**src/rtl/rect_fill_writer.sv**
```systemverilog
// rect_fill_writer: rasterises filled-rectangle commands into a stream of
// one-pixel-per-clock writes into a linear H_RES x V_RES pixel store.
// Optional feature macro: RECT_CLIP_EN. When defined, rectangles are clipped
// to the screen. When undefined, out-of-screen rectangles are rejected with ERR.
module rect_fill_writer #(
    parameter int H_RES = 640,
    parameter int V_RES = 480
) (
    input  logic        WRITE_CLK,
    input  logic        RST_N,
    input  logic        CMD_VALID,
    output logic        CMD_READY,
    input  logic [9:0]  CMD_X,
    input  logic [8:0]  CMD_Y,
    input  logic [9:0]  CMD_W,
    input  logic [8:0]  CMD_H,
    input  logic [23:0] CMD_COLOR,
    output logic [18:0] WRITE_ADDR,
    output logic [23:0] WRITE_DATA,
    output logic        WRITE_EN,
    output logic        BUSY,
    output logic        DONE,
    output logic        ERR
);

    typedef enum logic [1:0] {
        S_IDLE  = 2'd0,
        S_SETUP = 2'd1,
        S_FILL  = 2'd2,
        S_DONE  = 2'd3
    } state_t;

    localparam logic [10:0] LP_H_END  = 11'(H_RES);
    localparam logic [10:0] LP_V_END  = 11'(V_RES);
    localparam logic [18:0] LP_STRIDE = 19'(H_RES);

    state_t      r_state;
    state_t      w_state_next;

    // Captured command; stable for the whole command.
    logic [9:0]  r_x;
    logic [8:0]  r_y;
    logic [9:0]  r_w;
    logic [8:0]  r_h;
    logic [23:0] r_color;

    // Raster walk state.
    logic [10:0] r_x_end;
    logic [10:0] r_y_end;
    logic [9:0]  r_col;
    logic [8:0]  r_row;
    logic [18:0] r_row_base;

    // Registered outputs.
    logic [18:0] r_write_addr;
    logic [23:0] r_write_data;
    logic        r_write_en;
    logic        r_busy;
    logic        r_done;
    logic        r_err;

    logic        w_handshake;
    logic [10:0] w_x_sum;
    logic [10:0] w_y_sum;
    logic [10:0] w_x_end;
    logic [10:0] w_y_end;
    logic        w_reject;
    logic        w_empty;
    logic [18:0] w_row_base;
    logic        w_last_col;
    logic        w_last_row;

    assign w_handshake = CMD_VALID && (r_state == S_IDLE);

    // Bounds are evaluated at 11 bits so X+W and Y+H can never wrap.
    assign w_x_sum = {1'b0, r_x} + {1'b0, r_w};
    assign w_y_sum = {2'b0, r_y} + {2'b0, r_h};

`ifdef RECT_CLIP_EN
    assign w_x_end  = (w_x_sum > LP_H_END) ? LP_H_END : w_x_sum;
    assign w_y_end  = (w_y_sum > LP_V_END) ? LP_V_END : w_y_sum;
    assign w_reject = 1'b0;
`else
    assign w_x_end  = w_x_sum;
    assign w_y_end  = w_y_sum;
    assign w_reject = (w_x_sum > LP_H_END) || (w_y_sum > LP_V_END);
`endif

    // A clipped origin beyond the screen leaves end <= start, hence empty.
    assign w_empty = w_reject || (w_x_end <= {1'b0, r_x}) || (w_y_end <= {2'b0, r_y});

    // Row base Y*640 as two shifts for the default stride; generic product otherwise.
    assign w_row_base = (H_RES == 640)
                      ? (({10'b0, r_y} << 9) + ({10'b0, r_y} << 7))
                      : ({10'b0, r_y} * LP_STRIDE);

    assign w_last_col = (({1'b0, r_col} + 11'd1) == r_x_end);
    assign w_last_row = (({2'b0, r_row} + 11'd1) == r_y_end);

    // State register.
    always_ff @(posedge WRITE_CLK or negedge RST_N) begin
        // NOTE: sequential state uses non-blocking assignments so every register
        // samples pre-edge values, independent of block ordering.
        if (!RST_N) r_state <= S_IDLE;
        else        r_state <= w_state_next;
    end

    // Next-state decode.
    always_comb begin
        // NOTE: default assigned first so no path leaves w_state_next unassigned
        // (which would infer a latch).
        w_state_next = r_state;
        unique case (r_state)
            S_IDLE:  if (w_handshake) w_state_next = S_SETUP;
            S_SETUP: w_state_next = w_empty ? S_DONE : S_FILL;
            S_FILL:  if (w_last_col && w_last_row) w_state_next = S_DONE;
            S_DONE:  w_state_next = S_IDLE;
            default: w_state_next = S_IDLE;
        endcase
    end

    // Command capture, raster walk and registered outputs.
    always_ff @(posedge WRITE_CLK or negedge RST_N) begin
        if (!RST_N) begin
            r_x          <= '0;
            r_y          <= '0;
            r_w          <= '0;
            r_h          <= '0;
            r_color      <= '0;
            r_x_end      <= '0;
            r_y_end      <= '0;
            r_col        <= '0;
            r_row        <= '0;
            r_row_base   <= '0;
            r_write_addr <= '0;
            r_write_data <= '0;
            r_write_en   <= 1'b0;
            r_busy       <= 1'b0;
            r_done       <= 1'b0;
            r_err        <= 1'b0;
        end else begin
            if (w_handshake) begin
                r_x     <= CMD_X;
                r_y     <= CMD_Y;
                r_w     <= CMD_W;
                r_h     <= CMD_H;
                r_color <= CMD_COLOR;
            end

            if (r_state == S_SETUP) begin
                // Load the walk and present the first pixel on the same edge.
                r_x_end    <= w_x_end;
                r_y_end    <= w_y_end;
                r_col      <= r_x;
                r_row      <= r_y;
                r_row_base <= w_row_base;
                if (!w_empty) begin
                    r_write_addr <= w_row_base + {9'b0, r_x};
                    r_write_data <= r_color;
                end
            end else if (r_state == S_FILL) begin
                if (!w_last_col) begin
                    r_col        <= r_col + 10'd1;
                    r_write_addr <= r_write_addr + 19'd1;
                end else begin
                    r_col        <= r_x;
                    r_row        <= r_row + 9'd1;
                    r_row_base   <= r_row_base + LP_STRIDE;
                    r_write_addr <= r_row_base + LP_STRIDE + {9'b0, r_x};
                end
            end

            // Outputs decoded from the next state so they line up with it.
            r_write_en <= (w_state_next == S_FILL);
            r_busy     <= (w_state_next != S_IDLE);
            r_done     <= (w_state_next == S_DONE);
            r_err      <= (r_state == S_SETUP) && w_reject;
        end
    end

    assign CMD_READY  = (r_state == S_IDLE);
    assign WRITE_ADDR = r_write_addr;
    assign WRITE_DATA = r_write_data;
    assign WRITE_EN   = r_write_en;
    assign BUSY       = r_busy;
    assign DONE       = r_done;
    assign ERR        = r_err;

endmodule

```
**config.mk**
```make
export PLATFORM = sky130hd
export DESIGN_NAME = rect_fill_writer
export DESIGN_NICKNAME = d
export VERILOG_FILES = /design/src/rtl/rect_fill_writer.sv
export SDC_FILE = /design/constraint.sdc
export NUM_CORES = 1
export LEC_CHECK = 0
export ABC_AREA = 1
export BUFFER_PORTS_ARGS = -buffer_cell sky130_fd_sc_hd__clkbuf_2
export CAP_MARGIN = 20
export CORE_MARGIN = 8
export CORE_UTILIZATION = 30
export DETAILED_ROUTE_END_ITERATION = 6
export SYNTH_ARGS = -nofsm -noshare
export SYNTH_HDL_FRONTEND = slang
export SYNTH_SLANG_ARGS = --single-unit
```
**constraint.sdc**
```tcl
create_clock -name WRITE_CLK -period 3.8 [get_ports WRITE_CLK]
set_input_delay 0.76 -clock WRITE_CLK [delete_from_list [all_inputs] [get_ports WRITE_CLK]]
set_output_delay 0.76 -clock WRITE_CLK [all_outputs]
set_load 0.05 [all_outputs]
```
-- Word level (Yosys, flattened, before mapping)
Cells that the tools add are included.
- add/subtract/negate cells: 11
- magnitude comparators: 4
- equality and inequality tests: 8
- mux-type cells: 17
- bitwise gates (word level): 1
- reductions and logical operators: 13
- operators by type and width (kind ; count):
    $mux W19 ; 7
    $add A19 B10 Y19 ; 2
    $mux W10 ; 3
    $mux W9 ; 3
    $add A18 B16 Y19 ; 1
    $add A19 B1 Y19 const B ; 1
    $add A19 B10 Y19 const B ; 1
    $add A10 B1 Y11 const B ; 1
    $add A10 B10 Y11 ; 1
    $eq A10 B11 Y1 ; 1
    $eq A11 B11 Y1 ; 1
    $gt A11 B10 Y1 const B ; 1
    $le A11 B10 Y1 ; 1
    $add A10 B1 Y10 const B ; 1
    $add A9 B1 Y10 const B ; 1
    $add A9 B9 Y10 ; 1
    $gt A10 B9 Y1 const B ; 1
    $le A10 B9 Y1 ; 1
    $add A9 B1 Y9 const B ; 1
    $eq A2 B2 Y1 const B ; 4
    $pmux W2 S4 ; 1
    $reduce_and A2 Y1 ; 3
    $reduce_bool A2 Y1 ; 3
    $mux W2 ; 2
    7 further kinds ; 11
- register bits: 171
- input bits: 65
- output and inout bits: 48
- word-level logic and storage cells: 71

-- Depth between registers and ports, before layout
- depth after elaboration: 8
- mapped depth: 27
- depth with buffers taken out: 27

-- Least setup slack after synthesis
Ideal clock, no wire load.
- kind: register to register
- start: reg r_y[0]
- end: reg r_write_data[15], in the netlist WRITE_DATA[15]
- setup time: 0.130 ns
- arrival: 2.944 ns
- data required time: 3.670 ns
- slack: 0.726 ns
- cell stages (with the launch flop): 21
- buffers on the path: 2
- period minus slack after synthesis: 3.074 ns
- cells stage by stage: dfrtp_1 ha_1 fa_1 nand3_1 nand2_1 xnor2_1 inv_1 ha_1 nand2_1 nor2_1 o21ai_0 inv_1 o21ai_0 a21oi_1 o32ai_1 nand2_1 nand4_2 buf_6 buf_6 nand2_1 o21ai_0
- cells in the longest elaborated chain, start to end: 7
- elaborated cells between the ends (all ways): 8
- those cells by class: add/sub: 1; order compare: 2; bitwise: 1; reduce/logical: 4
- RTL lines (element ; line ; text):
    start, declared ; 42 ; logic [8:0] r_y;
    start signal, assigned ; 126 ; r_y <= '0;
    start signal, assigned ; 144 ; r_y <= CMD_Y;
    $add A9 B9 Y10 * ; 77 ; assign w_y_sum = {2'b0, r_y} + {2'b0, r_h};
    net w_y_end[4] ; 66 ; logic [10:0] w_y_end;
    $gt A10 B9 Y1 ; 86 ; assign w_reject = (w_x_sum > LP_H_END) || (w_y_sum > LP_V_END);
    $logic_or A1 B1 Y1 ; 86 ;
    $logic_or A1 B1 Y1 ; 90 ; assign w_empty = w_reject || (w_x_end <= {1'b0, r_x}) || (w_y_end <= {2'b0, r_y});
    $logic_or A1 B1 Y1 * ; 90 ;
    $not A1 Y1 (no line) * ; - ;
    $reduce_and A2 Y1 (no line) * ; - ;
    end signal, assigned ; 159 ; r_write_data <= r_color;
    end, declared ; 56 ; logic [23:0] r_write_data;
Mark *: on every way through the listed nets, which the timed path passes. The rest lies on a longest branch.
A chain may end at the register's enable or synchronous reset.

-- Worst setup path after layout
- start: reg r_h[0]
- end: reg r_write_addr[17], in the netlist WRITE_ADDR[17]
- cells in the longest elaborated chain, start to end: 7
- elaborated cells between the ends (all ways): 8
- those cells by class: add/sub: 1; order compare: 2; eq/ne: 1; reduce/logical: 4
- RTL lines (element ; line ; text):
    start, declared ; 44 ; logic [8:0] r_h;
    start signal, assigned ; 128 ; r_h <= '0;
    start signal, assigned ; 146 ; r_h <= CMD_H;
    $add A9 B9 Y10 * ; 77 ;
    net w_y_end[4] ; 66 ;
    $gt A10 B9 Y1 ; 86 ;
    $logic_or A1 B1 Y1 ; 86 ;
    $logic_or A1 B1 Y1 ; 90 ;
    $logic_or A1 B1 Y1 * ; 90 ;
    $ne A2 B2 Y1 (no line) * ; - ;
    $reduce_and A2 Y1 (no line) * ; - ;
    end signal, assigned ; 158 ; r_write_addr <= w_row_base + {9'b0, r_x};
    end signal, assigned ; 164 ; r_write_addr <= r_write_addr + 19'd1;
    end signal, assigned ; 169 ; r_write_addr <= r_row_base + LP_STRIDE + {9'b0, r_x};
    end, declared ; 55 ; logic [18:0] r_write_addr;
Marks and branches as above.

==> impl_metrics.yaml <==
status:
  outcome: "finished, final reports clean"
worst_setup_path:
  critPathKind: "flop to flop"
  critical_path_arrival_ps: 3830
  cp-end-kind: "flop"
  crit_top_cell: "nand2_1"
  r2r_cells: 20
  rrSetupSlack_ps: 310
  critPathMaxStageDelay_ps: 430
  startpoint_type: "flop"
  r2r_start: "r_h[0]"
  cp_data_required_time_ps: 4140
  crit_family: "simple AND/OR/NAND/NOR gates"
  crit_path_cell_trace: "ha_1 -> fa_1 -> nand3_1 -> nand2_1 -> xnor2_1 -> inv_1 -> ha_1 -> nand2_1 -> nor2_1 -> o21ai_0 -> inv_1 -> o21ai_0 -> a21oi_1 -> o32ai_1 -> nand2_1 -> nand4_4 -> nand2_1 -> buf_4 -> nand2_1 -> nand2_1"
  cp_slowest_cell: "fa_1"
  r2r-end: "WRITE_ADDR[17]"
  critPathMaxFanout: 12
  crit_buf_inv: 3
die:
  die_area_um2: 39900
  core_area_um2: 33400
  row_count: 67
  initial_core_util: 0.303
  die_w_um: 200
  die_h_um: 200
  ios: 113
route:
  first_iter_violations: 525
  vias: 8839
  viasPerCell: 4.74
  drc: 0
  wl_mm: 27.0
  ant_nets: 0
  first_pass_iters: 4
  wl_per_cell_um: 14.5
global_route:
  antenna_found_initial: 0
  grt_overflow: 0
  grt_pass1_wl_mm: 44.5
  first_global_vias: 8803
  grt_max_degree: 80
  grt_util_all_layers: 0.139
clock_tree:
  cts_sinks: 163
  cts_made_buffers: 17
  clock-root-buffer: "clkbuf_16"
  cts_max_path_buffers: 2
  hold_buffers: 0
  h-tree-depth: 4
  postCtsSetupBuffers: 0
  cts_resized: 0
  cts_tree: "yes"
  path_clk_slew_ps: 70
  clk_latency_ps: 440
layout:
  area_delta_synth_final_pct: 15.8
  layout.nets: 1529
  drive_gt1_frac: 0.145
  layout_common_cells: "339 x nand2_1, 163 x dfrtp_1, 151 x inv_1"
  antenna_cells: 0
  final_common_cell: "nand2_1"
  postLayoutCoreUtil: 0.351
  final.fill_count: 3474
sta:
  setup_slack_ps: 308
  finalSetupTns_ps: 0
  worst_pin_slew_ps: 940
  fin_hold_ws_ps: 375
  period_needed_ps: 3490
  hold_violations: 0
  setup_violations: 0
  final-max-slew-violation-count: 0
  finalClockSkew_ps: 14.0
  relSlewSlack: 0.373
  rsz0062_at_grt: "false"
  fmax_mhz: 286
  min_period_over_period: 0.919
job:
  drv_cap: 0
synthesis:
  ys_warn_count: 0
  synth_edf_count: 0
  ys.flop_type: "dfrtp_1"
  avgSynthCellArea_um2: 7.79
  async_reset_ff_frac: 1.00
  synthCells: 1302
  ys_ff_latch: 163
  ys_seq_area_frac: 0.402
  synth.distinct_cells: 46
  syn_nets: 1427
  syn_area_um2: 10100
place:
  dp_slack_ps: 306
  port_buffers: 112
  dp_hpwl_mm: 20.6
  place.gp.congestion: 0.880
min_path:
  holdCritPathClass: "input pin to async pin"
==> cells in the mapped netlist, types with 12 or more instances <==
library cell	n	area share
xor2_1	34	0.029
mux2_2	22	0.024
o21ai_1	23	0.011
ha_1	56	0.069
dfrtp_1	163	0.40
nor2_1	98	0.036
o211ai_1	18	0.013
o21ai_0	85	0.042
nand4_1	19	0.012
nor3_1	12	0.0059
a21oi_1	69	0.034
nand3_1	86	0.042
inv_1	151	0.056
clkbuf_1	25	0.0093
xnor2_1	19	0.016
nand2_1	340	0.13
==> routing by layer <==
layer	GRT usage	up-vias	part of all wire
li1	-	4469	-
met1	0.177	4132	0.47
met2	0.226	183	0.46
met3	0.0263	55	0.039
met4	0.0670	0	0.038
met5	0	-	0
==> cell families (layout without fill, tap and decap cells) <==
kind of cell,after synthesis,after routing,synth area share
muxes,22,22,0.0244
buffers and inverters,195,310,0.0801
DFF,163,163,0.402
AOI/OAI and AO/OA,221,221,0.120
xor gates and xnor gates,53,53,0.0458
and+or+nand+nor,588,588,0.250
adders and majority gates,60,60,0.0770
==> flip-flops by register name, indices dropped and copies added, names as in the netlist, 2 cells and up <==
register	cells
WRITE_ADDR	19
r_row_base	12
r_row	9
r_y_end	10
r_y	9
r_color	24
r_x	10
r_state	2
r_h	9
r_col	10
r_x_end	11
r_w	10
WRITE_DATA	24
==> area by class of cell <==
type / instances / area, um^2 / share of cell area
multi-input cells: 944 / 5270 / 0.449
flip-flops and latches: 163 / 4080 / 0.347
repair buffers: 125 / 677 / 0.0576
inverters: 153 / 577 / 0.0491
well taps: 448 / 561 / 0.0477
clock buffers: 18 / 439 / 0.0374
clock inverters: 14 / 143 / 0.0121
==> metrics by stage <==
stage               area [um^2]  std cells
detailed placement        11200       1833
finish                    11700       1865
floorplan                 10100       1302
global placement          11200       1833
CTS                       11700       1865
global route              11700       1865
==> worst max path at each step <==
stage / startpoint / end / slack (ps) / depth (start not counted)
floorplan: r_y[0] / WRITE_DATA[15] / 730 / 20
global placement: r_h[0] / WRITE_ADDR[14] / 380 / 20
detailed placement: r_h[0] / WRITE_ADDR[9] / 310 / 20
CTS: r_h[0] / WRITE_ADDR[17] / 290 / 20
global route: r_x[0] / WRITE_ADDR[10] / 20 / 26
finish: r_h[0] / WRITE_ADDR[17] / 310 / 20
==> worst reg2reg max path, delay by kind of cell, from the launching register on <==
family                     cells  cell delay [ps]
DFF                            1              400
and+or+nand+nor                9              980
buffers and inverters          3              410
xor gates and xnor gates       1              230
adders and majority gates      3              930
AOI/OAI and AO/OA              4              440
Power is not shown: default switching activity piles up to over one toggle a cycle in this logic, so the estimate is an artifact.
